==> config.mk <==
export PLATFORM = sky130hd
export DESIGN_NAME = uart_tx_buf
export DESIGN_NICKNAME = d
export VERILOG_FILES = /design/src/rtl/uart_pkg.sv /design/src/rtl/uart_fifo.sv /design/src/rtl/uart_tx_buf.sv
export SDC_FILE = /design/constraint.sdc
export NUM_CORES = 1
export LEC_CHECK = 0
export CAP_MARGIN = 10
export CORE_UTILIZATION = 66
export CTS_CLUSTER_SIZE = 16
export DETAILED_ROUTE_END_ITERATION = 10
export PLACE_DENSITY = 0.81
export SLEW_MARGIN = 10
export SYNTH_ARGS = -nofsm -noshare
export SYNTH_HDL_FRONTEND = slang
export SYNTH_HIERARCHICAL = 1
export SYNTH_SLANG_ARGS = --single-unit
==> constraint.sdc <==
create_clock -name sclk -period 6.83 [get_ports sclk]
set_input_delay 1.7075 -clock sclk [delete_from_list [all_inputs] [get_ports sclk]]
set_output_delay 1.7075 -clock sclk [all_outputs]
set_load 0.05 [all_outputs]
==> src/rtl/uart_pkg.sv <==
// Shared definitions for the buffered UART transmitter: FSM encoding and
// baud-divider arithmetic.
package uart_pkg;

  typedef enum logic [1:0] {
    ST_IDLE  = 2'd0,
    ST_START = 2'd1,
    ST_DATA  = 2'd2,
    ST_STOP  = 2'd3
  } tx_state_e;

  // sclk cycles per line bit; integer division truncates any remainder.
  function automatic int calc_baud_div(input int clk_freq, input int baud);
    return clk_freq / baud;
  endfunction

  function automatic int cnt_width(input int max_val);
    return (max_val > 1) ? $clog2(max_val) : 1;
  endfunction

endpackage

==> src/rtl/uart_fifo.sv <==
// Synchronous byte FIFO with show-ahead read data and a separate occupancy
// counter; a write while full is dropped even if a read happens alongside.
module uart_fifo #(
  parameter int DEPTH = 16
) (
  input  logic                   sclk,
  input  logic                   rst_n,
  input  logic                   wr_en,
  input  logic [7:0]             wr_data,
  input  logic                   rd_en,
  output logic [7:0]             rd_data,
  output logic                   full,
  output logic                   empty,
  output logic [$clog2(DEPTH):0] cnt
);

  localparam int AW = $clog2(DEPTH);
  localparam logic [AW-1:0] PTR_ONE  = AW'(1);
  localparam logic [AW:0]   CNT_ONE  = (AW + 1)'(1);
  localparam logic [AW:0]   CNT_FULL = (AW + 1)'(DEPTH);

  logic [7:0]    mem_q [DEPTH];
  logic [AW-1:0] wr_ptr_q, wr_ptr_d;
  logic [AW-1:0] rd_ptr_q, rd_ptr_d;
  logic [AW:0]   cnt_q, cnt_d;
  logic          wr_acc, rd_acc;

  assign full    = (cnt_q == CNT_FULL);
  assign empty   = (cnt_q == '0);
  assign cnt     = cnt_q;
  assign rd_data = mem_q[rd_ptr_q];

  // NOTE: every signal gets a default before any branch so no path leaves it
  // unassigned, which would otherwise infer a latch.
  always_comb begin
    wr_ptr_d = wr_ptr_q;
    rd_ptr_d = rd_ptr_q;
    cnt_d    = cnt_q;
    wr_acc   = wr_en && !full;
    rd_acc   = rd_en && !empty;
    if (wr_acc) wr_ptr_d = wr_ptr_q + PTR_ONE;
    if (rd_acc) rd_ptr_d = rd_ptr_q + PTR_ONE;
    case ({wr_acc, rd_acc})
      2'b10:   cnt_d = cnt_q + CNT_ONE;
      2'b01:   cnt_d = cnt_q - CNT_ONE;
      default: cnt_d = cnt_q;
    endcase
  end

  // NOTE: sequential state uses non-blocking assignments so every flop
  // samples the pre-edge values regardless of statement order.
  always_ff @(posedge sclk or negedge rst_n) begin
    if (!rst_n) begin
      wr_ptr_q <= '0;
      rd_ptr_q <= '0;
      cnt_q    <= '0;
    end else begin
      wr_ptr_q <= wr_ptr_d;
      rd_ptr_q <= rd_ptr_d;
      cnt_q    <= cnt_d;
    end
  end

  // NOTE: storage is deliberately not reset; the cleared count makes stale
  // contents unreachable and keeps the array mappable to plain RAM.
  always_ff @(posedge sclk) begin
    if (wr_acc) mem_q[wr_ptr_q] <= wr_data;
  end

endmodule

==> src/rtl/uart_tx_buf.sv <==
// Buffered 8N1 UART transmitter: bytes queue in uart_fifo and are shifted
// out LSB first, with back-to-back frames leaving no idle gap.
module uart_tx_buf
  import uart_pkg::*;
#(
  parameter int CLK_FREQ   = 50_000_000,
  parameter int BAUD       = 9600,
  parameter int FIFO_DEPTH = 16
) (
  input  logic                        sclk,
  input  logic                        rst_n,
  input  logic                        wr_en,
  input  logic [7:0]                  wr_data,
  output logic                        full,
  output logic                        ovf,
  output logic [$clog2(FIFO_DEPTH):0] fifo_cnt,
  output logic                        busy,
  output logic                        tx
);

  localparam int BAUD_DIV = calc_baud_div(CLK_FREQ, BAUD);
  localparam int BCW      = cnt_width(BAUD_DIV);
  localparam logic [BCW-1:0] BAUD_LAST = BCW'(BAUD_DIV - 1);
  localparam logic [BCW-1:0] BAUD_ONE  = BCW'(1);

  tx_state_e      state_q, state_d;
  logic [BCW-1:0] baud_q, baud_d;
  logic [2:0]     bit_q, bit_d;
  logic [7:0]     shift_q, shift_d;
  logic           tx_q, tx_d;
  logic           busy_q, busy_d;
  logic           ovf_q, ovf_d;
  logic           avail_q, avail_d;
  logic           pop, baud_end, fifo_empty;
  logic [7:0]     fifo_rd_data;

  uart_fifo #(
    .DEPTH(FIFO_DEPTH)
  ) u_fifo (
    .sclk   (sclk),
    .rst_n  (rst_n),
    .wr_en  (wr_en),
    .wr_data(wr_data),
    .rd_en  (pop),
    .rd_data(fifo_rd_data),
    .full   (full),
    .empty  (fifo_empty),
    .cnt    (fifo_cnt)
  );

  assign baud_end = (baud_q == BAUD_LAST);

  always_comb begin
    state_d = state_q;
    baud_d  = baud_q;
    bit_d   = bit_q;
    shift_d = shift_q;
    pop     = 1'b0;
    case (state_q)
      // Launch from idle uses the registered non-empty flag, so the start
      // bit leaves two edges after the write that filled an empty buffer.
      ST_IDLE: begin
        if (avail_q && !fifo_empty) begin
          pop     = 1'b1;
          shift_d = fifo_rd_data;
          baud_d  = '0;
          state_d = ST_START;
        end
      end
      ST_START: begin
        if (baud_end) begin
          baud_d  = '0;
          bit_d   = '0;
          state_d = ST_DATA;
        end else begin
          baud_d = baud_q + BAUD_ONE;
        end
      end
      ST_DATA: begin
        if (baud_end) begin
          baud_d  = '0;
          shift_d = {1'b0, shift_q[7:1]};
          if (bit_q == 3'd7) state_d = ST_STOP;
          else               bit_d   = bit_q + 3'd1;
        end else begin
          baud_d = baud_q + BAUD_ONE;
        end
      end
      ST_STOP: begin
        if (baud_end) begin
          baud_d = '0;
          if (!fifo_empty) begin
            pop     = 1'b1;
            shift_d = fifo_rd_data;
            state_d = ST_START;
          end else begin
            state_d = ST_IDLE;
          end
        end else begin
          baud_d = baud_q + BAUD_ONE;
        end
      end
      default: state_d = ST_IDLE;
    endcase

    // Outputs are registered from the next state so tx and busy line up
    // with the state they describe.
    case (state_d)
      ST_START: tx_d = 1'b0;
      ST_DATA:  tx_d = shift_d[0];
      default:  tx_d = 1'b1;
    endcase
    busy_d  = (state_d != ST_IDLE);
    avail_d = !fifo_empty;
    ovf_d   = wr_en && full;
  end

  always_ff @(posedge sclk or negedge rst_n) begin
    if (!rst_n) begin
      state_q <= ST_IDLE;
      baud_q  <= '0;
      bit_q   <= '0;
      shift_q <= '0;
      tx_q    <= 1'b1;
      busy_q  <= 1'b0;
      ovf_q   <= 1'b0;
      avail_q <= 1'b0;
    end else begin
      state_q <= state_d;
      baud_q  <= baud_d;
      bit_q   <= bit_d;
      shift_q <= shift_d;
      tx_q    <= tx_d;
      busy_q  <= busy_d;
      ovf_q   <= ovf_d;
      avail_q <= avail_d;
    end
  end

  assign tx   = tx_q;
  assign busy = busy_q;
  assign ovf  = ovf_q;

endmodule

# Word level (Yosys, flattened, before mapping)
# Memory sizes are Yosys's and may differ from the RTL's.
# Cells that the tools add are included.
# classes
n_mul	0
shift	0
n_mux	27
magnitude_cmp	0
n_reduce_logical	15
n_bitwise	0
n_addsub	6
div	0
eq_ne	16
# op_table
cell	count
8-bit 2-to-1 mux	4
13-bit 2-to-1 mux	2
13-bit case mux with 2 select lines	1
8-bit case mux with 3 select lines	1
13-bit by 1-bit adder with 13-bit output (second input constant)	1
13-bit == test (second input constant)	1
2-bit inequality test (second input constant)	6
2-bit 2-to-1 mux	5
5-bit case mux with 2 select lines	1
3-bit 2-to-1 mux	3
4-bit by 1-bit adder with 4-bit output (second input constant)	2
2-bit == test (second input constant)	4
2-bit case mux with 4 select lines	1
2-bit by 1-bit == test with 1-bit output (second input constant)	3
1-bit 2-to-1 mux	6
3-bit case mux with 2 select lines	1
2-bit nonzero test	3
5-bit by 1-bit adder with 5-bit output (second input constant)	1
5-bit == test (second input constant)	1
5-bit zero test	1
5-bit AND reduction	1
5-bit by 1-bit subtractor with 5-bit output (second input constant)	1
1-bit logical AND	4
1-bit case mux with 2 select lines	2
other kinds (7)	8
# word_totals
word_cells	77
out_inout_bits	9
inputBits	11
mem_bits_rw	128
ff_bits	43
latchBits	0
mem_bits_ro	0
mem_count	1
# mem_list
memory	words	width	read_ports	rd_clocked_by_memory_dff	write_ports	line	source
u_fifo.mem_q	16	8	1	0	1	uart_fifo.sv:22	logic [7:0] mem_q [DEPTH];

# Logic depth before layout (Yosys ltp)
# Gate-level depths: netlist of run 1.
# logic_depth
word_depth	8
depth_mapped	16
ltp_nobuf	15

# By module
# The synthesis of run 1 kept the hierarchy.
# by_module_without_submodules
module	cells_each	n_inst	seq_area_each_um2	area_per_inst_um2
uart_fifo	332	1	4169.0	5779.3
uart_tx_buf	188	1	752.0	1796.7

# Worst setup path before layout of run 1
# Ideal clock, no wire load.
# synth_path
kind	input -> register
from	input port wr_en
to	register u_fifo.cnt_q[4] (netlist: u_fifo/cnt[4])
setup_ns	0.142
arrival_time_ns	3.447
n_path_buf	1
setup_slack_ns	3.241
required_ns	6.688
stages	11
path_cell_list	and2_1 buf_2 inv_1 ha_1 inv_1 fa_1 nor2b_1 o21ai_0 nand3_1 or3b_1 xnor2_1
# synth_via
elab_chain_len	3
word_cells_on_any_way	5
classes_between	eq/ne: 2; mux: 1; reduce/logical: 2
# synth_lines
element	line	source
start: declaration	uart_tx_buf.sv:12	input logic wr_en,
1-bit logical AND *	uart_fifo.sv:39	wr_acc = wr_en && !full;
2-bit by 1-bit == test with 1-bit output or 2-bit == test (tied branches)	uart_fifo.sv:43	case ({wr_acc, rd_acc})
5-bit case mux with 2 select lines or 2-bit nonzero test (tied branches)	n/a	
end signal: assignment	uart_fifo.sv:60	cnt_q <= cnt_d;
end: declaration	uart_fifo.sv:25	logic [AW:0] cnt_q, cnt_d;
# Mark *: on every way between the ends. The rest lies on a longest branch, timed or not.
# A chain may end at the register's enable or synchronous reset.

# Worst setup path in the final report of run 1
# layout_path
from	register baud_q[11]
to	register u_fifo.cnt_q[4] (netlist: u_fifo/cnt[4])
# layout_via
elab_chain_len	6
word_cells_on_any_way	8
classes_between	eq/ne: 3; mux: 3; reduce/logical: 2
# layout_lines
element	line	source
start: declaration	uart_tx_buf.sv:27	logic [BCW-1:0] baud_q, baud_d;
start signal: assignment	uart_tx_buf.sv:130	baud_q <= baud_d;
13-bit == test *	uart_tx_buf.sv:51	assign baud_end = (baud_q == BAUD_LAST);
1-bit 2-to-1 mux *	uart_tx_buf.sv:90	if (baud_end) begin
1-bit case mux with 2 select lines *	uart_tx_buf.sv:59	case (state_q)
named net pop	uart_tx_buf.sv:34	logic pop, baud_end, fifo_empty;
1-bit logical AND *	uart_fifo.sv:40	rd_acc = rd_en && !empty;
2-bit by 1-bit == test with 1-bit output or 2-bit == test (tied branches)	uart_fifo.sv:43	
5-bit case mux with 2 select lines or 2-bit nonzero test (tied branches)	n/a	
# The timed path passes the listed nets; every way through them passes the cells marked *.

==> impl_metrics.env, run 1 <==
export IMPL_critPathSlowestCell="or4b_1"
export IMPL_synth_common_cells="edfxtp_1, dfrtp_1, nor2_1"
export IMPL_critPathMaxFanout=8
export IMPL_ys_seq_area_share_pct=65.0
export IMPL_portBuffers=19
export IMPL_die_h_um=109
export IMPL_grt_max_degree=52
export IMPL_grt_usage_pct=27.8
export IMPL_synth_top_area_share_pct=50.7
export IMPL_clk_latency_ns=0.42
export IMPL_yosys_top_cells_area="edfxtp_1, dfrtp_1, mux4_2, mux2i_1, ha_1"
export IMPL_nNetsFinal=568
export IMPL_min_period_ns=4.11
export IMPL_worst_pin_slew_ns=1.19
export IMPL_first_pass_iters=5
export IMPL_ys_types=58
export IMPL_drc_errors=0
export IMPL_yosys_warnings=6
export IMPL_ant_nets=0
export IMPL_regArea_um2=4920
export IMPL_p_per_area_nw_per_um2=297
export IMPL_clkTransAtPathRegs_ns=0.06
export IMPL_slew_viol_final=0
export IMPL_status="finished, final reports clean"
export IMPL_fin_tns_setup_ns=0
export IMPL_hpwl_um=9550
export IMPL_power_w=0.00248
export IMPL_grt_pass1_wl_um=23500
export IMPL_h_tree_depth=4
export IMPL_final_cells=691
export IMPL_setup_ws_ns=2.72
export IMPL_post_route_period_util_pct=60.2
export IMPL_diodes=0
export IMPL_synthCells=520
export IMPL_arrival_ns=4.42
export IMPL_postCtsSetupBuffers=0
export IMPL_max_freq_mhz=243
export IMPL_pin_count=20
export IMPL_gp_congestion=0.841
export IMPL_multiInputGateArea_um2=2440
export IMPL_via_per_inst=6.48
export IMPL_cp_end_kind="flop"
export IMPL_grt_pass1_vias=4381
export IMPL_pre_cts_ws_ns=2.63
export IMPL_die_x_um=109
export IMPL_drtIter0Drc=388
export IMPL_antenna_found_initial=0
export IMPL_num_fill_cells=654
export IMPL_synth_nets=550
export IMPL_synth_main_ff_cell="edfxtp_1"
export IMPL_cts_tree="yes"
export IMPL_ys_ff_latch=171
export IMPL_yosysTopAreaCell="edfxtp_1"
export IMPL_slowest_delay_ns=0.69
export IMPL_hold_viol_final=0
export IMPL_clockRootBuffer="clkbuf_16"
export IMPL_area_growth_pct=10.3
export IMPL_path_cells="or4b_1 > nor4_4 > nor2_1 > nor2_1 > nor2b_1 > ha_1 > inv_1 > fa_1 > nor2b_1 > o21ai_0 > nand3_1 > or3b_1 > xnor2_1"
export IMPL_start_util_pct=68.7
export IMPL_vdd_drop_max_uv=206
export IMPL_whs_ns=0.511
export IMPL_fp_coreArea_um2=11000
export IMPL_cts_inserted_buffers=17
export IMPL_wirelength_um=14900
export IMPL_clock_path_buffers=2
export IMPL_yosysMostFrequentCell="edfxtp_1"
export IMPL_mappedNetlistArea_um2=7580
export IMPL_critPathKind="flop to flop"
export IMPL_gr_total_overflow=0
export IMPL_synthArstFlopShare_pct=25.1
export IMPL_vias=4481
export IMPL_drive_gt1_share_pct=13.4
export IMPL_die_area_um2=11900
export IMPL_cp_start_kind="flop"
export IMPL_cts_num_sinks=171
export IMPL_final_setup_viol_count=0
export IMPL_critPathRequiredTime_ns=7.13
export IMPL_rows=38
export IMPL_worst_hold_path_type="flop to flop"
export IMPL_routedWlPerCell_um=21.6
export IMPL_synth_edf_count=128
export IMPL_placedCellCount=659
export IMPL_fin_skew_ns=0.00677
export IMPL_synth_area_per_cell_um2=14.6
export IMPL_slew_headroom_pct=20.2
export IMPL_leakage_nw=3.13
export IMPL_drv_cap=0
export IMPL_ctsHoldBuffers=0
export IMPL_rsz0062_at_grt="false"
export IMPL_ctsResizeCount=0
## registers in the layout, indices dropped and copies added (netlist names), 2 cells and up
| signal | cells |
|---|---|
| baud_q | 13 |
| bit_q | 3 |
| shift_q | 8 |
| state_q | 2 |
| u_fifo/cnt | 5 |
| u_fifo/mem_q | 128 |
| u_fifo/rd_ptr_q | 4 |
| u_fifo/wr_ptr_q | 4 |
## through the flow
stage	area, um2	utilization, %
4_1_cts	8350	75.7
3_3_place_gp	7810	70.8
3_5_place_dp	7810	70.8
6_report	8360	75.7
2_1_floorplan	7580	-
5_1_grt	8360	75.7
## cells by family after synthesis
family          count (synthesis)  synth area share, %
fa+ha+maj                      19                 3.24
buf+inv                        40                 2.84
compound gates                 89                 7.70
xor+xnor                       21                 2.43
flops                         171                 65.0
simple gates                  123                 8.37
mux                            57                 10.5
## layout by cell type, fill, tap and decap left out, types with 2 or more instances in the layout
cell type | Yosys | final
edfxtp_1 | 128 | 128
dfrtp_1 | 42 | 41
nor2_1 | 35 | 35
nand2_1 | 32 | 32
o21ai_0 | 29 | 29
mux2i_1 | 26 | 26
a21oi_1 | 18 | 18
ha_1 | 18 | 18
clkdlybuf4s50_1 | 0 | 18
inv_1 | 17 | 17
clkbuf_16 | 0 | 17
xnor2_1 | 16 | 16
mux4_2 | 16 | 16
mux2_2 | 14 | 14
nand3_1 | 13 | 13
nor3_1 | 10 | 9
a221oi_1 | 8 | 8
a22oi_1 | 8 | 8
nand2b_1 | 5 | 5
nor2b_1 | 5 | 5
and2_1 | 5 | 5
xor2_1 | 5 | 5
a311o_1 | 3 | 3
o2111ai_1 | 3 | 3
a22o_1 | 3 | 3
a21o_1 | 3 | 3
inv_8 | 0 | 3
clkinvlp_4 | 0 | 3
clkinv_4 | 0 | 3
buf_4 | 0 | 3
and4b_1 | 2 | 2
o211ai_1 | 2 | 2
a31oi_1 | 2 | 2
and3_1 | 2 | 2
o41ai_1 | 2 | 2
o21a_1 | 2 | 2
clkinv_1 | 0 | 2
inv_6 | 0 | 2
## cell type report
cell class              count  share of cell area, %
multi-input cells         309                   29.3
clock buffers              18                   5.14
clock inverters            14                   1.35
well taps                 140                   2.10
inverters                  17                  0.764
flip-flops and latches    171                   58.9
repair buffers             22                   2.49
## worst max-delay path, delay by kind of cell (launching register included)
| family | cells | cell delay (ns) |
|---|---|---|
| adders and majority gates | 2 | 0.76 |
| and+or+nand+nor | 8 | 2.47 |
| xor gates and xnor gates | 1 | 0.13 |
| AOI/OAI and AO/OA | 1 | 0.10 |
| DFF | 1 | 0.43 |
| buffers and inverters | 1 | 0.11 |
## power by group
group	internal (W)	switching, W	total, W
sequential	0.00123	0.0000591	0.00129
clock	0.000472	0.000401	0.000873
combinational	0.000106	0.000214	0.000321
total	0.00181	0.000675	0.00248
## layer usage
metal / vias up / GRT usage, % / routed length (um)
met5: - / 0 / 0
met4: 0 / 13.0 / 436
met3: 31 / 5.92 / 1220
met2: 213 / 42.0 / 7110
met1: 2231 / 39.1 / 6170
li1: 2006 / - / -
## final timing paths
kind                       depth (start not counted)                 end        from  slack, ns
hold / removal                                     1          shift_q[4]  shift_q[4]       0.51
setup reg to reg                                  13       u_fifo/cnt[4]  baud_q[11]       2.72
setup / recovery                                  13       u_fifo/cnt[4]  baud_q[11]       2.72
hold reg to reg                                    1          shift_q[4]  shift_q[4]       0.51
min in group asynchronous                          1                busy       rst_n       1.43
max in group asynchronous                          1  u_fifo/rd_ptr_q[0]       rst_n       4.74
No activity file was read; power rests on OpenSTA's default activity.
==> run 2: changes to the inputs <==
- CORE_UTILIZATION: 66 -> 55
- PLACE_DENSITY: 0.81 -> 0.72
- clock period: 6.83 -> 3.6 ns (I/O delays scaled with it)
==> run 2 against run 1 <==
  * Cell count up 8.2%
  * Die area up 20%
  * Core utilization down 10 points
  * Sequential share of layout area down 2.5 points
  * Clock skew down 0.0017 ns
  * Count of clock-buffer cells in the layout down 1
  * Via count down 0.33%
  * Flip-flop and latch count unchanged
  * Worst setup slack worse by 2.5 ns
  * Design area up 4.5%
  * First-iteration DRC count down 8.5%
  * Largest power group unchanged
==> impl_metrics.env, run 2 (same netlist as run 1, synthesis figures left out) <==
export IMPL_final_cell_area_um2=8730
export IMPL_hold_viol_final=0
export IMPL_critPathMaxFanout=6
export IMPL_whs_ns=0.494
export IMPL_grtUsageMet2_pct=36.9
export IMPL_cp_buffers_inverters=1
export IMPL_num_fill_cells=929
export IMPL_wirelength_um=15300
export IMPL_combPwrFrac_pct=12.4
export IMPL_hold_start="baud_q[1]"
export IMPL_start_util_pct=56.8
export IMPL_dpl_cell_area_um2=8000
export IMPL_fp_coreArea_um2=13300
export IMPL_rsz0062_at_grt="false"
export IMPL_drtIter0Drc=355
export IMPL_power_frac_seq_pct=46.9
export IMPL_fin_tns_setup_ns=0
export IMPL_worst_hold_path_type="flop to flop"
export IMPL_largest_reg_flops=128
export IMPL_fin_skew_ns=0.00508
export IMPL_nNetsFinal=589
export IMPL_slew_viol_final=0
export IMPL_gr_total_overflow=0
export IMPL_rows=42
export IMPL_leakage_nw=3.31
export IMPL_ctsHoldBuffers=0
export IMPL_area_growth_pct=15.2
export IMPL_routedWlPerCell_um=20.5
export IMPL_min_period_ns=3.36
export IMPL_cts_inserted_buffers=17
export IMPL_max_freq_mhz=297
export IMPL_die_x_um=119
export IMPL_first_pass_iters=5
export IMPL_setup_ws_ns=0.236
export IMPL_status="finished, final reports clean"
export IMPL_cp_top_family="simple AND/OR/NAND/NOR gates"
export IMPL_multiInputGateArea_um2=2450
export IMPL_slew_headroom_pct=31.3
export IMPL_vias=4466
export IMPL_path_cells="or4b_4 > nor4_4 > nor2_1 > nor2_1 > nor2b_2 > ha_2 > inv_1 > fa_1 > nor2b_1 > o21ai_0 > nand3_1 > or3b_1 > xnor2_1"
export IMPL_gp_congestion=0.834
export IMPL_reg_largest_list="u_fifo/mem_q x128, baud_q x13, shift_q x8"
export IMPL_p_per_area_nw_per_um2=596
export IMPL_slowest_delay_ns=0.62
export IMPL_p_sw_w=0.00128
export IMPL_cts_tree="yes"
export IMPL_drv_cap=0
export IMPL_hpwl_um=10000
export IMPL_final_common_cell="edfxtp_1"
export IMPL_grt_max_degree=44
export IMPL_clock_path_buffers=2
export IMPL_ant_nets=0
export IMPL_swShare_pct=24.5
export IMPL_grt_pass1_vias=4438
export IMPL_grt_pass1_wl_um=24200
export IMPL_final_cell_mix="edfxtp_1, dfrtp_1, nor2_1"
export IMPL_cpMostUsedCell="nor2_1"
export IMPL_final_setup_viol_count=0
export IMPL_cts_num_sinks=171
export IMPL_grt_usage_pct=23.2
export IMPL_pwr_share_clk_pct=40.7
export IMPL_cp_start_kind="flop"
export IMPL_pre_cts_ws_ns=0.0722
export IMPL_antenna_found_initial=0
export IMPL_critPathKind="flop to flop"
export IMPL_clockRootBuffer="clkbuf_16"
export IMPL_critPathSlowestCell="or4b_4"
export IMPL_portBuffers=19
export IMPL_grtUsageMet1_pct=30.9
export IMPL_busiest_layer="met2"
export IMPL_die_area_um2=14200
export IMPL_diodes=0
export IMPL_post_route_period_util_pct=93.4
export IMPL_worst_pin_slew_ns=1.03
export IMPL_regArea_um2=4920
export IMPL_h_tree_depth=4
export IMPL_drc_errors=0
export IMPL_drive_gt1_share_pct=17.7
export IMPL_crit_path_start="baud_q[11]"
export IMPL_vdd_drop_max_uv=426
export IMPL_arrival_ns=3.68
export IMPL_clk_latency_ns=0.43
export IMPL_timing_rr_start="baud_q[11]"
export IMPL_globalRouteMet3Util_pct=5.12
export IMPL_die_h_um=119
export IMPL_pin_count=20
export IMPL_via_per_inst=5.97
export IMPL_clkTransAtPathRegs_ns=0.06
export IMPL_critPathRequiredTime_ns=3.92
export IMPL_cp_end_kind="flop"
export IMPL_top_register="u_fifo/mem_q"
export IMPL_internal_power_w=0.00393
-- run 2: layout make-up --
type / instances / area share, %
well taps: 176 / 2.52
multi-input cells: 309 / 28.1
inverters: 17 / 0.731
flip-flops and latches: 171 / 56.4
clock buffers: 17 / 4.87
repair buffers: 43 / 4.33
clock inverters: 15 / 3.07
-- run 2: repair_timing --
item | in CTS | in global routing
resized for setup | 0 | 5
setup buffers | 0 | 3
setup endpoints to repair | 0 | 1
-- run 2: layer usage --
metal / wire [um] / vias to the layer above / part of all wire (%)
met4: 291 / 0 / 1.9
met2: 7640 / 123 / 50
met3: 655 / 26 / 4.3
met5: 0 / - / 0
li1: - / 2046 / -
met1: 6730 / 2271 / 44
-- run 2: power by group through the flow --
stage          Combinational (W)  Sequential, W  Clock [W]
5_1_grt                 0.000695        0.00245    0.00222
3_5_place_dp            0.000638        0.00248          0
3_3_place_gp            0.000623        0.00246          0
4_1_cts                 0.000645        0.00244    0.00214
6_report                0.000645        0.00244    0.00212
2_1_floorplan           0.000333        0.00252          0
-- run 2: through the flow --
step | util (%) | std cells | power (W)
floorplan | - | 520 | 0.00286
global placement | 59.9 | 713 | 0.00308
detailed placement | 59.9 | 713 | 0.00311
CTS | 65.1 | 745 | 0.00523
global route | 65.4 | 748 | 0.00537
finish | 65.4 | 748 | 0.00520
-- run 2: worst reg2reg max path, stage by stage, from the launching register on --
cell and delay, ns:
dfrtp_1 0.43, or4b_4 0.62, nor4_4 0.30, nor2_1 0.06
nor2_1 0.08, nor2b_2 0.17, ha_2 0.24, inv_1 0.10
fa_1 0.43, nor2b_1 0.13, o21ai_0 0.11, nand3_1 0.09
or3b_1 0.36, xnor2_1 0.13
-- run 2: worst paths after layout --
check                           endpoint  slack, ns  depth (start not counted)
setup / recovery           u_fifo/cnt[4]       0.24                         13
hold / removal                 baud_q[1]       0.49                          2
setup reg to reg           u_fifo/cnt[4]       0.24                         13
hold reg to reg                baud_q[1]       0.49                          2
max in group asynchronous  u_fifo/cnt[0]       2.24                          1
min in group asynchronous       bit_q[2]       0.64                          1
==> run 3: changes to the inputs <==
- RECOVER_POWER: not set -> 100
- REMOVE_ABC_BUFFERS: not set -> 1
- SKIP_CTS_REPAIR_TIMING: not set -> 1
==> run 3 against run 2 <==
  * The run now ends with max-capacitance violations, max-slew violations left
  * Power down 8.0%
  * Fmax down 1.3%
  * Via count down 1.9%
  * Design area down 2.3%
  * First-iteration DRC count up 10%
  * Combinational power down 5.3%
  * Count of clock-buffer cells in the layout unchanged
  * Largest cell class unchanged
  * Largest power group unchanged
  * Highest routed layer unchanged
==> impl_metrics.env, run 3 (same netlist as run 1, synthesis figures left out) <==
export IMPL_status="complete, but fails checks"
export IMPL_violations="max-capacitance violations, max-slew violations"
export IMPL_drc_errors=0
export IMPL_leakage_nw=3.20
export IMPL_largest_reg_flops=128
export IMPL_cp_end_kind="flop"
export IMPL_pwr_share_clk_pct=36.3
export IMPL_die_x_um=119
export IMPL_drtIter0Drc=392
export IMPL_slew_headroom_pct=-54.2
export IMPL_whs_ns=0.502
export IMPL_antenna_found_initial=0
export IMPL_reg_largest_list="u_fifo/mem_q x128, baud_q x13, shift_q x8"
export IMPL_min_period_ns=3.41
export IMPL_slew_viol_final=44
export IMPL_final_util_pct=63.9
export IMPL_post_route_period_util_pct=94.6
export IMPL_h_tree_depth=4
export IMPL_vdd_drop_max_uv=423
export IMPL_critPathMaxFanout=7
export IMPL_clk_latency_ns=0.43
export IMPL_worst_pin_slew_ns=2.31
export IMPL_max_freq_mhz=293
export IMPL_hold_viol_final=0
export IMPL_final_common_cell="edfxtp_1"
export IMPL_drive_gt1_share_pct=14.1
export IMPL_rsz0062_at_grt="false"
export IMPL_clock_path_buffers=2
export IMPL_diodes=0
export IMPL_grtUsageMet1_pct=31.3
export IMPL_nNetsFinal=584
export IMPL_routedWlPerCell_um=19.7
export IMPL_gp_congestion=0.878
export IMPL_ant_nets=0
export IMPL_drv_cap=1
export IMPL_die_area_um2=14200
export IMPL_power_frac_seq_pct=50.9
export IMPL_portBuffers=19
export IMPL_combPwrFrac_pct=12.8
export IMPL_globalRouteMet3Util_pct=4.50
export IMPL_fin_skew_ns=0.0166
export IMPL_cp_start_kind="flop"
export IMPL_worst_hold_path_type="flop to flop"
export IMPL_busiest_layer="met2"
export IMPL_rows=42
export IMPL_grt_max_degree=44
export IMPL_internal_power_w=0.00345
export IMPL_grt_pass1_vias=4444
export IMPL_start_util_pct=56.8
export IMPL_critPathRequiredTime_ns=3.91
export IMPL_pre_cts_ws_ns=0.0728
export IMPL_first_pass_iters=5
export IMPL_cts_tree="yes"
export IMPL_grt_usage_pct=22.2
export IMPL_vias=4381
export IMPL_cts_num_sinks=171
export IMPL_num_fill_cells=982
export IMPL_via_per_inst=5.90
export IMPL_grtUsageMet2_pct=34.3
export IMPL_swShare_pct=28.0
export IMPL_p_sw_w=0.00134
export IMPL_critPathKind="flop to flop"
export IMPL_power_w=0.00479
export IMPL_regArea_um2=4920
export IMPL_pin_count=20
export IMPL_cts_inserted_buffers=17
export IMPL_wirelength_um=14600
export IMPL_hpwl_um=9710
export IMPL_setup_ws_ns=0.193
export IMPL_area_growth_pct=12.6
export IMPL_fin_tns_setup_ns=0
export IMPL_grt_pass1_wl_um=23700
export IMPL_final_setup_viol_count=0
export IMPL_final_cell_mix="edfxtp_1, dfrtp_1, nor2_1"
export IMPL_die_h_um=119
export IMPL_gr_total_overflow=0
export IMPL_clkTransAtPathRegs_ns=0.06
export IMPL_p_per_area_nw_per_um2=561
export IMPL_arrival_ns=3.71
export IMPL_top_register="u_fifo/mem_q"
export IMPL_clockRootBuffer="clkbuf_16"
export IMPL_fp_coreArea_um2=13300
export IMPL_multiInputGateArea_um2=2450
-- run 3: changes by cell type in the layout (fill, tap and decap cells not counted), moves of 2 or more --
| cell | delta |
|---|---|
| dlygate4sd3_1 | +18 |
| clkbuf_1 | +14 |
| bufinv_16 | -7 |
| clkdlybuf4s50_1 | -18 |
| inv_8 | +2 |
| inv_6 | +2 |
| buf_4 | -18 |
| clkinv_8 | +4 |
-- run 3: power groups by stage --
stage          clock network (W)  logic [W]  registers [W]
5_1_grt                  0.00184   0.000660        0.00246
3_3_place_gp                   0   0.000614        0.00246
6_report                 0.00174   0.000611        0.00244
3_5_place_dp                   0   0.000637        0.00247
2_1_floorplan                  0   0.000307        0.00254
4_1_cts                  0.00177   0.000642        0.00244
-- run 3: metrics by stage --
stage          cells  instance area, um2
2_1_floorplan    497                7420
6_report         743                8530
3_3_place_gp     711                7990
3_5_place_dp     711                7990
5_1_grt          743                8530
4_1_cts          743                8570
-- run 3: final timing paths --
kind / startpoint / end / slack, ns / cells past startpoint
min in group asynchronous: rst_n / u_fifo/cnt[4] / 1.17 / 1
worst max-delay path: u_fifo/cnt[0] / u_fifo/cnt[4] / 0.19 / 15
worst min-delay path: baud_q[1] / baud_q[1] / 0.50 / 2
max in group asynchronous: rst_n / u_fifo/rd_ptr_q[0] / 0.94 / 1
worst max register to register: u_fifo/cnt[0] / u_fifo/cnt[4] / 0.19 / 15
worst min register to register: baud_q[1] / baud_q[1] / 0.50 / 2
-- run 3: critical path, stage by stage (launching register included) --
cell and delay (ns):
dfrtp_2 0.42, nor4_2 0.08, and2b_1 0.26, nand2b_1 0.26
nor4_4 0.34, nor2_1 0.07, nor2_1 0.15, nor2b_2 0.19
ha_2 0.23, inv_1 0.09, fa_1 0.40, nor2b_1 0.11
o21ai_0 0.10, nand3_1 0.09, or3b_1 0.36, xnor2_1 0.14
-- run 3: final cells by class --
| cell class | instances | area share (%) |
|---|---|---|
| well taps | 176 | 2.58 |
| inverters | 17 | 0.748 |
| flip-flops and latches | 171 | 57.7 |
| clock buffers | 17 | 4.99 |
| multi-input cells | 309 | 28.7 |
| repair buffers | 38 | 3.40 |
| clock inverters | 15 | 1.85 |
-- run 3: metal layers --
layer	wire (um)	up-vias
met1	6590	2172
met2	6910	159
met4	263	0
met3	840	16
met5	0	-
li1	-	2034
==> RTL edit 1: new RTL, config.mk and constraints of run 3 <==
`shift_q` no longer has a reset.
--- a/src/rtl/uart_tx_buf.sv
+++ b/src/rtl/uart_tx_buf.sv
@@ -122,3 +122,2 @@
       bit_q   <= '0;
-      shift_q <= '0;
       tx_q    <= 1'b1;
@@ -131,3 +130,2 @@
       bit_q   <= bit_d;
-      shift_q <= shift_d;
       tx_q    <= tx_d;
@@ -137,2 +135,6 @@
     end
+  end
+
+  always_ff @(posedge sclk) begin
+    shift_q <= shift_d;
   end
Formal check against the unedited RTL: no difference found for any inputs over 10 cycles, from zero or initial values and one cycle with rst_n low; that may be too few to reach the edited logic, so the function may still have changed.
==> RTL edit 1 against run 3 <==
Final cell count decreased by 3.8%; hold slack got worse by 6.6 ps; wire length decreased by 2.0%; design area decreased by 2.1%; sequential share of layout area increased by 1.6 points; non-clock buffer count decreased by 4; sequential cell count unchanged; critical path type unchanged; die area decreased by 1.4%; power increased by 0.55%; setup slack improved by 140 ps; the flow still finishes with violations (max-capacitance violations, max-slew violations); via count decreased by 4.2%; area after synthesis decreased by 1.4%.
==> RTL edit 1: results (changes against run 3) <==
Non-clock buffering overhead 0.0312 (-0.00287); met3 wire len 643 um (-23%); Max stage delay on crit path 470 ps (+50 ps); Avg WL per Cell 20.0 um (+1.8%); Pre-Repair DR Iteration Count 4 (-1); Signal buffers 34 (-11%); Clock power frac 0.369 (+0.006); Max Slew Vio Count 36 (-18%); global-route wire length before repair 23100 um (-2.6%); RePlAce Congestion 0.805 (-8.4%); met2 WL 7270 um (+5.2%); largest net degree at the start of global routing 36 (-18%); Pwr Density 576 nW/um^2 (+2.7%); MaxCap Viol Count 1 (unchanged); Max VDD drop 0.441 mV (+4.3%); Critical Path Fanout Max 5 (-2); First DRT Iteration DRCs 316 (-19%); M3 GR Usage 0.0560 (+0.0110); sequential share of cell area 0.593 (+0.0157); dpl cells 684 (-3.8%); failing checks max-capacitance violations, max-slew violations; met2 Track Usage GR 0.358 (+0.0155); die area 14000 um^2 (-1.4%); gr usage total 0.223 (+0.000574); Slowest-stage cell, CP nor4b_1; outcome complete, but fails checks; Post-synth ARST share 0.205 (-0.0468); Worst Path Arrival 3570 ps (-140 ps); Synth cell types 59 (+1.7%); synth top area cells edfxtp_1, dfrtp_1, mux4_2; Max-slew headroom -0.280 (+0.263); Internal Pwr Total 3560 uW (+3.2%); post-placement setup slack 370 ps (+297 ps); global-route track usage on met1 0.295 (-0.0178); Most common cell on crit path nor2b_1; Inverters 15 (-2); Final min period 3270 ps (-142 ps); comb_multi_in 288 (-6.8%); Worst Setup SP baud_q[5]; Synth top cells by count edfxtp_1, dfrtp_1, nor2_1, nand2_1, mux2i_1; Fin Clk Skew 6.45 ps (-10.1 ps); initial antenna violation count 1 (+1)
## RTL edit 1: cell count changes after synthesis, moves of 3 or more
cell      delta
a21oi_1      -6
a311o_1      -3
edfxtp_1     +7
a22o_1       +6
o21ai_0      -4
inv_1        -3
mux2_2       -6
nand3_1      -4
dfrtp_1      -8
## RTL edit 1: cells by family after synthesis
group	share of synthesized area
and+or+nand+nor	0.0828
xor gates and xnor gates	0.0246
buffers and inverters	0.0275
muxes	0.0992
adders and majority gates	0.0328
DFF	0.663
AOI/OAI and AO/OA	0.0702
## RTL edit 1: worst paths after layout
check / cells after the start / endpoint
worst max register to register: 13 / u_fifo/cnt[4]
worst min register to register: 2 / baud_q[1]
worst max-delay path: 13 / u_fifo/cnt[4]
min in group asynchronous: 1 / baud_q[12]
max in group asynchronous: 1 / ovf
worst min-delay path: 2 / baud_q[1]
==> RTL edit 2: new RTL, flow settings as in run 3 <==
Without the edit above. Set the parameter `FIFO_DEPTH` to 32 (it was 16).
--- a/src/rtl/uart_tx_buf.sv
+++ b/src/rtl/uart_tx_buf.sv
@@ -7,3 +7,3 @@
   parameter int BAUD       = 9600,
-  parameter int FIFO_DEPTH = 16
+  parameter int FIFO_DEPTH = 32
 ) (
Interface: changed (resized fifo_cnt); port bits go from 20 to 21. No check against the original RTL was run, so the function may have changed too.
==> RTL edit 2 against run 3 <==
The flow still finishes with violations (max-capacitance violations, max-slew violations); largest cell class unchanged; sequential cell count grew 131; critical endpoint is now u_fifo/cnt[5]; hold slack better by 1.2 ps; power is 70% higher; setup slack got worse by 99 ps; wire length rose by 80%; area after synthesis increased by 68%; design area up 70%; utilization rose by 0.31 points.
==> RTL edit 2: results (changes against run 3) <==
Post-Route WL 26300 um (+80%); gr usage total 0.231 (+0.00890); failing checks max-capacitance violations, max-slew violations; RePlAce Congestion 0.837 (-4.7%); synth top area cells edfxtp_1, dfrtp_1, mux4_2; Synth top cells by count edfxtp_1, nor2_1, dfrtp_1, mux4_2, mux2i_1; Pleak 0.00519 uW (+62%); clock buffer depth 3 (+1); First DRT Iteration DRCs 635 (+62%); Critical Path Fanout Max 9 (+2); Max Slew Vio Count 97 (+120%); global-route wire length before repair 41700 um (+76%); Fin Clk Skew 10.7 ps (-5.82 ps); DPL Wire Length 17000 um (+75%); filler instances 1525 (+55%); worst-skew pair later-pin latency 540 ps (+110 ps); H-Tree Depth 1 (-3); nets 858 (+47%); MaxCap Viol Count 3 (+2); worst r2r path cells 14 (-1); outcome complete, but fails checks; EDFF count, synth 256 (+100%); CTS Buf Count 30 (+13); Worst Setup SP u_fifo/cnt[1]; layout cells sized above 1 0.183 (+0.0422); Seq/Total Area, Yosys 0.695 (+0.0453); Slew @ Worst Pin 1790 ps (-526 ps); Synth cell types 71 (+22%); biggest regs u_fifo/mem_q x256, baud_q x13, shift_q x8; vias in the first global route 7290 (+64%); post-placement setup slack -176 ps (-249 ps); Slowest-stage cell, CP or4_1; reg2reg setup slack 90 ps (-100 ps); Max stage delay on crit path 540 ps (+120 ps); Post-synth ARST share 0.152 (-0.0991)
## RTL edit 2: changes by cell type after synthesis, moves of 7 or more
cell	before	now
edfxtp_1	128	256
nor2_1	35	61
mux4_2	16	35
o21ai_0	29	10
mux2_2	14	0
mux4_1	0	13
nand2_1	32	19
a22o_1	3	13
a221oi_1	8	0
mux2i_1	26	34
o21ai_1	1	9
o221ai_1	0	8
mux2_1	0	7
o22ai_1	0	7
## RTL edit 2: final cells by class
cell class              instances  share of cell area
flip-flops and latches        302               0.608
multi-input cells             392               0.251
clock buffers                  42              0.0583
repair buffers                 82              0.0443
well taps                     285              0.0245
clock inverters                14             0.00861
inverters                      19             0.00491
## RTL edit 2: metal layers
metal | vias to the layer above | GRT usage | share of wire
li1 | 3139 | - | -
met1 | 3610 | 0.317 | 0.41
met2 | 230 | 0.390 | 0.50
met3 | 54 | 0.0364 | 0.062
met4 | 0 | 0.0586 | 0.024
met5 | - | 0 | 0
## RTL edit 2: worst min-delay path by stage
stage               startpoint    endpoint  cells past startpoint  slack, ps
floorplan            baud_q[1]   baud_q[1]                      2        460
detailed placement  shift_q[3]  shift_q[3]                      1        480
global route        shift_q[6]  shift_q[6]                      1        530
CTS                      rst_n  shift_q[4]                      1        440
finish              shift_q[6]  shift_q[6]                      1        500
global placement    shift_q[6]  shift_q[6]                      1        470
## RTL edit 2: stage by stage
stage	area [um^2]	total power, uW	TNS, ps	cells	hold slack [ps]
floorplan	12500	4720	-8630	713	457
global placement	13500	5110	0	1080	474
detailed placement	13500	5170	-189	1080	481
CTS	14500	8180	-286	1136	436
global route	14500	8440	-87.8	1136	528
finish	14500	8160	0	1136	503
## RTL edit 2: cell families (layout without fill, tap and decap cells)
group / after synthesis / count (layout) / share of synthesized area
buf+inv: 54 / 157 / 0.0223
xor+xnor: 21 / 21 / 0.0145
mux: 89 / 89 / 0.122
simple gates: 146 / 146 / 0.0601
fa+ha+maj: 20 / 20 / 0.0203
compound gates: 116 / 116 / 0.0662
flops: 302 / 302 / 0.695
## RTL edit 2: power breakdown
group / switching [uW] / internal, uW / total (uW) / leakage (uW)
registers: 122 / 4040 / 4160 / 0.00286
clock network: 1250 / 1780 / 3030 / 0.000479
logic: 621 / 346 / 967 / 0.00185
total: 1990 / 6160 / 8160 / 0.00519
